### src/rtl/ram_rw_scheduler.sv
// ram_rw_scheduler
//   Arbitrates a shared single-port RAM between a fill job (writes the
//   address pattern into every word) and a timed playback job (steps
//   through the RAM, holding each address CNT_MAX+1 cycles, and forwards
//   the read data to the display path). Write has priority; playback
//   restarts from address 0 after a fill if it is still armed.
//
// Ports
//   sys_clk    in   system clock
//   sys_rst    in   synchronous reset, active-high
//   wr_req     in   one-cycle pulse: start a fill
//   rd_req     in   one-cycle pulse: toggle playback
//   ram_addr   out  RAM address
//   ram_wren   out  RAM write enable
//   ram_wdata  out  RAM write data
//   ram_rden   out  RAM read enable
//   ram_rdata  in   RAM read data
//   disp_data  out  value to display
//   disp_valid out  one-cycle strobe when disp_data updates
//   busy_wr    out  high while a fill is in progress
module ram_rw_scheduler #(
    parameter int          ADDR_W  = 8,
    parameter int          DATA_W  = 8,
    parameter int          DEPTH   = 256,
    parameter logic [23:0] CNT_MAX = 24'd9_999_999,
    parameter int          RD_LAT  = 2
) (
    input  logic              sys_clk,
    input  logic              sys_rst,
    input  logic              wr_req,
    input  logic              rd_req,
    output logic [ADDR_W-1:0] ram_addr,
    output logic              ram_wren,
    output logic [DATA_W-1:0] ram_wdata,
    output logic              ram_rden,
    input  logic [DATA_W-1:0] ram_rdata,
    output logic [DATA_W-1:0] disp_data,
    output logic              disp_valid,
    output logic              busy_wr
);

    localparam logic [1:0] IDLE  = 2'd0;
    localparam logic [1:0] WRITE = 2'd1;
    localparam logic [1:0] READ  = 2'd2;

    localparam logic [ADDR_W-1:0] LAST_ADDR = ADDR_W'(DEPTH - 1);

    logic [1:0]        state, state_nxt;
    logic              rd_armed, armed_nxt;
    logic [23:0]       cnt, cnt_nxt;
    logic [RD_LAT-1:0] lat_pipe, pipe_nxt;
    logic              wr_q, rd_q;

    logic [ADDR_W-1:0] addr_nxt, addr_inc;
    logic [DATA_W-1:0] wdata_nxt, disp_nxt;
    logic              wren_nxt, rden_nxt, busy_nxt, valid_nxt;
    logic              issue;

    assign addr_inc = (ram_addr == LAST_ADDR) ? '0 : ram_addr + 1'b1;

    always_comb begin
        state_nxt = state;
        armed_nxt = rd_armed;
        cnt_nxt   = cnt;
        addr_nxt  = '0;
        wdata_nxt = '0;
        wren_nxt  = 1'b0;
        rden_nxt  = 1'b0;
        busy_nxt  = 1'b0;
        issue     = 1'b0;
        disp_nxt  = disp_data;
        valid_nxt = 1'b0;

        case (state)
            IDLE: begin
                if (rd_q)
                    armed_nxt = 1'b1;
                if (wr_q)
                    state_nxt = WRITE;
                else if (rd_q)
                    state_nxt = READ;
            end
            WRITE: begin
                // rd_req only toggles arming; the fill always runs to the end
                armed_nxt = rd_armed ^ rd_q;
                if (ram_addr == LAST_ADDR)
                    state_nxt = armed_nxt ? READ : IDLE;
                else
                    addr_nxt = addr_inc;
            end
            READ: begin
                if (rd_q)
                    armed_nxt = 1'b0;
                if (wr_q) begin
                    state_nxt = WRITE;
                end else if (rd_q) begin
                    state_nxt = IDLE;
                end else begin
                    addr_nxt = ram_addr;
                    if (cnt == CNT_MAX) begin
                        cnt_nxt  = '0;
                        addr_nxt = addr_inc;
                        issue    = 1'b1;
                    end else begin
                        cnt_nxt = cnt + 1'b1;
                    end
                    // capture only while staying in READ: leaving drops in-flight reads
                    if (lat_pipe[RD_LAT-1]) begin
                        disp_nxt  = ram_rdata;
                        valid_nxt = 1'b1;
                    end
                end
            end
            default: state_nxt = IDLE;
        endcase

        // Output image for the state being entered or held
        if (state_nxt == WRITE) begin
            wren_nxt  = 1'b1;
            busy_nxt  = 1'b1;
            wdata_nxt = DATA_W'(addr_nxt);
        end
        if (state_nxt == READ) begin
            rden_nxt = 1'b1;
            if (state != READ) begin
                cnt_nxt = '0;
                issue   = 1'b1;
            end
        end

        pipe_nxt = (state_nxt == READ) ? ((lat_pipe << 1) | RD_LAT'(issue)) : '0;
    end

    // Requests are registered first, so a pulse acts one edge after it is sampled.
    always_ff @(posedge sys_clk) begin
        if (sys_rst) begin
            wr_q       <= 1'b0;
            rd_q       <= 1'b0;
            state      <= IDLE;
            rd_armed   <= 1'b0;
            cnt        <= '0;
            lat_pipe   <= '0;
            ram_addr   <= '0;
            ram_wren   <= 1'b0;
            ram_wdata  <= '0;
            ram_rden   <= 1'b0;
            disp_data  <= '0;
            disp_valid <= 1'b0;
            busy_wr    <= 1'b0;
        end else begin
            wr_q       <= wr_req;
            rd_q       <= rd_req;
            state      <= state_nxt;
            rd_armed   <= armed_nxt;
            cnt        <= cnt_nxt;
            lat_pipe   <= pipe_nxt;
            ram_addr   <= addr_nxt;
            ram_wren   <= wren_nxt;
            ram_wdata  <= wdata_nxt;
            ram_rden   <= rden_nxt;
            disp_data  <= disp_nxt;
            disp_valid <= valid_nxt;
            busy_wr    <= busy_nxt;
        end
    end

endmodule

### config.mk
export PLATFORM = sky130hd
export DESIGN_NAME = ram_rw_scheduler
export DESIGN_NICKNAME = d
export VERILOG_FILES = /design/src/rtl/ram_rw_scheduler.sv
export SDC_FILE = /design/constraint.sdc
export NUM_CORES = 1
export LEC_CHECK = 0
export ABC_AREA = 1
export BUFFER_PORTS_ARGS = -buffer_cell sky130_fd_sc_hd__buf_2
export CAP_MARGIN = 40
export CORE_MARGIN = 8
export CORE_UTILIZATION = 58
export DETAILED_ROUTE_END_ITERATION = 7
export GPL_ROUTABILITY_DRIVEN = 0
export PLACE_DENSITY_LB_ADDON = 0.12
export SETUP_SLACK_MARGIN = 0.05
export SYNTH_ARGS = -nofsm -noshare
export SYNTH_HDL_FRONTEND = slang
export SYNTH_SLANG_ARGS = --single-unit
### constraint.sdc
create_clock -name sys_clk -period 2.1 [get_ports sys_clk]
set_input_delay 0.42 -clock sys_clk [delete_from_list [all_inputs] [get_ports sys_clk]]
set_output_delay 0.42 -clock sys_clk [all_outputs]
set_load 0.02 [all_outputs]
==> flow_summary_export.csv <==
group,metric,value,unit
layout,fin_area,3590,um2
critical_path,start_kind,"flip-flop",
logic_synthesis,synth_nets,479,
logic_synthesis,yosysMostFrequentCell,"nand2_1",
route,drcViolationCount,0,
layout,multi_input_area,1710,um2
clock_network,cts_buffer_depth,2,
clock_network,insertion_delay,0.34,ns
floorplan,rows,26,
power,swShare,23.7,%
sta,tightest_slew,0.340,ns
critical_path,worst-path-buf-inv,3,
critical_path,worstPathRequired,2.31,ns
layout,drive_gt1_share,20.2,%
sta,rsz0062_at_grt,"no",
floorplan,die_w,89.3,um
logic_synthesis,yosys-top-cells-area,"dfxtp_1, nand2_1, nand3_1",
logic_synthesis,synth_top_area_cell,"dfxtp_1",
critical_path,path_max_fanout,19,
critical_path,cpLargestDelayFamily,"simple AND/OR/NAND/NOR gates",
floorplan,die_h,89.3,um
layout,finalNetCount,523,
run_status,status,"finished clean",
power,p_switching,0.000579,W
logic_synthesis,synth.distinct_cells,37,
global_routing,grt_max_degree,20,
power,leakage,1.55,nW
power,power_frac_comb,7.4,%
clock_network,hold_buffers,0,
critical_path,path_class,"reg2reg",
global_routing,antenna_found_initial,0,
route,via_count,3106,
sta,fin_tns_setup,0,ns
placed_design,postPlaceCellArea,3370,um2
critical_path,path_cells,"inv_1 > ha_1 > inv_2 > nor2_8 > nand2_4 > inv_2 > nand3_1 > nand2_4 > nor2_1",
global_routing,grt_pass1_vias,3075,
clock_network,clockRootBuffer,"clkbuf_8",
global_routing,grt_remaining_overflow,0,
clock_network,cts_tree,"built",
logic_synthesis,synth_flop_cell,"dfxtp_1",
logic_synthesis,async_reset_ff_share,0,%
clock_network,cts.sinks,58,
clock_network,htreeDepth,3,
sta,slew_violations,0,
route,drt_first_pass_iters,5,
critical_path,cpMaxStageDelayCell,"dfxtp_1",
logic_synthesis,synth_edf_count,0,
sta,hold_viol_final,0,
sta,finClkSkew,0.00919,ns
sta,slew-limit-headroom,77.4,%
floorplan,start_util,60.7,%
placed_design,post-dp-hpwl,5.74,mm
route,ant_nets,0,
layout,regArea,1160,um2
logic_synthesis,syn_inst,461,
logic_synthesis,synth_area,3120,um2
sta,setup_violations,0,
power,finalPower,0.00244,W
route,drt_iter0_markers,202,
power,p_seq_share,46.1,%
global_routing,grt_pass1_wl,13.3,mm
logic_synthesis,synth_common_cells,"nand2_1, nor2_1, nand3_1, dfxtp_1, inv_1",
floorplan,dieArea,7980,um2
power,vdd_ir_drop_max,0.000479,V
placed_design,port_buffers,39,
floorplan,num_io_pins,40,
layout,diodes,0,
layout,nFillCells,477,
min_path,hp-class,"in2reg",
logic_synthesis,syn-mean-instance-area,6.76,um2
power,power_density,678,nW/um2
sta,period_share,89.0,%
clock_network,cts_buffers,9,
sta,fmax,0.535,GHz
power,p_int,0.00186,W
flow_run,cap_viol_max_count,0,
route,vias_per_cell,5.36,
logic_synthesis,ys_ff_latch,58,
route,routed_wl,7.73,mm
clock_network,clk_pin_slew,0.07,ns
floorplan,coreArea,5140,um2
logic_synthesis,ys_seq_area_share,37.2,%
critical_path,cp_slowest_stage_delay,0.35,ns
logic_synthesis,synth_top_cell_area_share,37.2,%
logic_synthesis,ys_warn_count,0,
power,p_clk_share,46.5,%
route,wire_per_inst,13.4,um
layout,syn2layout_area_growth,15.3,%
critical_path,end_kind,"flip-flop",
critical_path,worstPathArrival,2.08,ns
sta,period_minus_slack,1.87,ns
global_routing,grt_usage,21.2,%
-- per-stage QoR --
| stage | setup WS (ns) | hold slack (ns) | std cells | utilization (%) |
|---|---|---|---|---|
| 6_report | 0.231 | 0.280 | 579 | 69.9 |
| 3_3_place_gp | 0.292 | 0.408 | 564 | 65.6 |
| 5_1_grt | 0.0595 | 0.292 | 579 | 69.9 |
| 3_5_place_dp | 0.241 | 0.411 | 564 | 65.6 |
| 2_1_floorplan | 0.331 | 0.394 | 461 | - |
| 4_1_cts | 0.226 | 0.274 | 579 | 69.8 |
-- cells in the final DEF (no fill, tap or decap), drive strengths merged, types with 3 or more instances in the layout --
cell type    n
nand2      101
nor2       101
nand3       65
dfxtp       58
inv         53
buf         42
nand4       18
o21ai       16
clkbuf      11
nor3        10
a21oi        9
ha           6
nand3b       3
-- timing repair --
item	in CTS	in global routing
setup buffers	0	0
gates resized for setup	0	1
endpoints found under the setup margin	0	1
-- worst min-delay path, cell delays in order --
cell and delay [ns]:
buf_2 0.07, inv_1 0.03, nor2_1 0.06
-- path summary, 6_finish.rpt --
kind | depth (start not counted) | slack [ns] | startpoint | to
min | 3 | 0.28 | rd_req | rd_q
min reg2reg | 2 | 0.42 | lat_pipe[0] | lat_pipe[1]
max reg2reg | 9 | 0.23 | state[0] | cnt[14]
max | 9 | 0.23 | state[0] | cnt[14]
-- layer usage --
layer	global-route usage (%)	share of wire, %	up-vias
met3	5.61	5.4	15
met2	37.8	51	93
li1	-	-	1585
met1	22.5	42	1413
met4	10.4	1.9	0
met5	0	0	-
-- cell families after synthesis --
logic type                 share of synthesized area, %
DFF                                                37.2
buffers and inverters                              8.15
and+or+nand+nor                                    45.5
adders and majority gates                          2.41
xor gates and xnor gates                          0.562
AOI/OAI and AO/OA                                  6.10
-- final cells by class --
type	count	share of cell area (%)
Clock buffer	11	3.93
Timing Repair Buffer	42	6.06
Tap cell	70	2.44
Clock inverter	4	2.12
Sequential cell	58	32.3
Multi-Input combinational cell	340	47.5
Inverter	54	5.64
-- flip-flops by register name, summed over array words and instances, names as in the netlist --
register	flops
ram_rden	1
rd_armed	1
disp_data	8
ram_addr	8
wr_q	1
ram_wdata	8
disp_valid	1
cnt	24
lat_pipe	2
busy_wr	1
state	2
rd_q	1
-- power groups by stage --
stage | combinational, W | sequential (W) | clock (W)
2_1_floorplan | 0.000133 | 0.00115 | 0
3_3_place_gp | 0.000175 | 0.00115 | 0
3_5_place_dp | 0.000178 | 0.00115 | 0
4_1_cts | 0.000179 | 0.00112 | 0.00115
5_1_grt | 0.000201 | 0.00113 | 0.00119
6_report | 0.000180 | 0.00113 | 0.00113
Power figures use the tool's default switching activity.
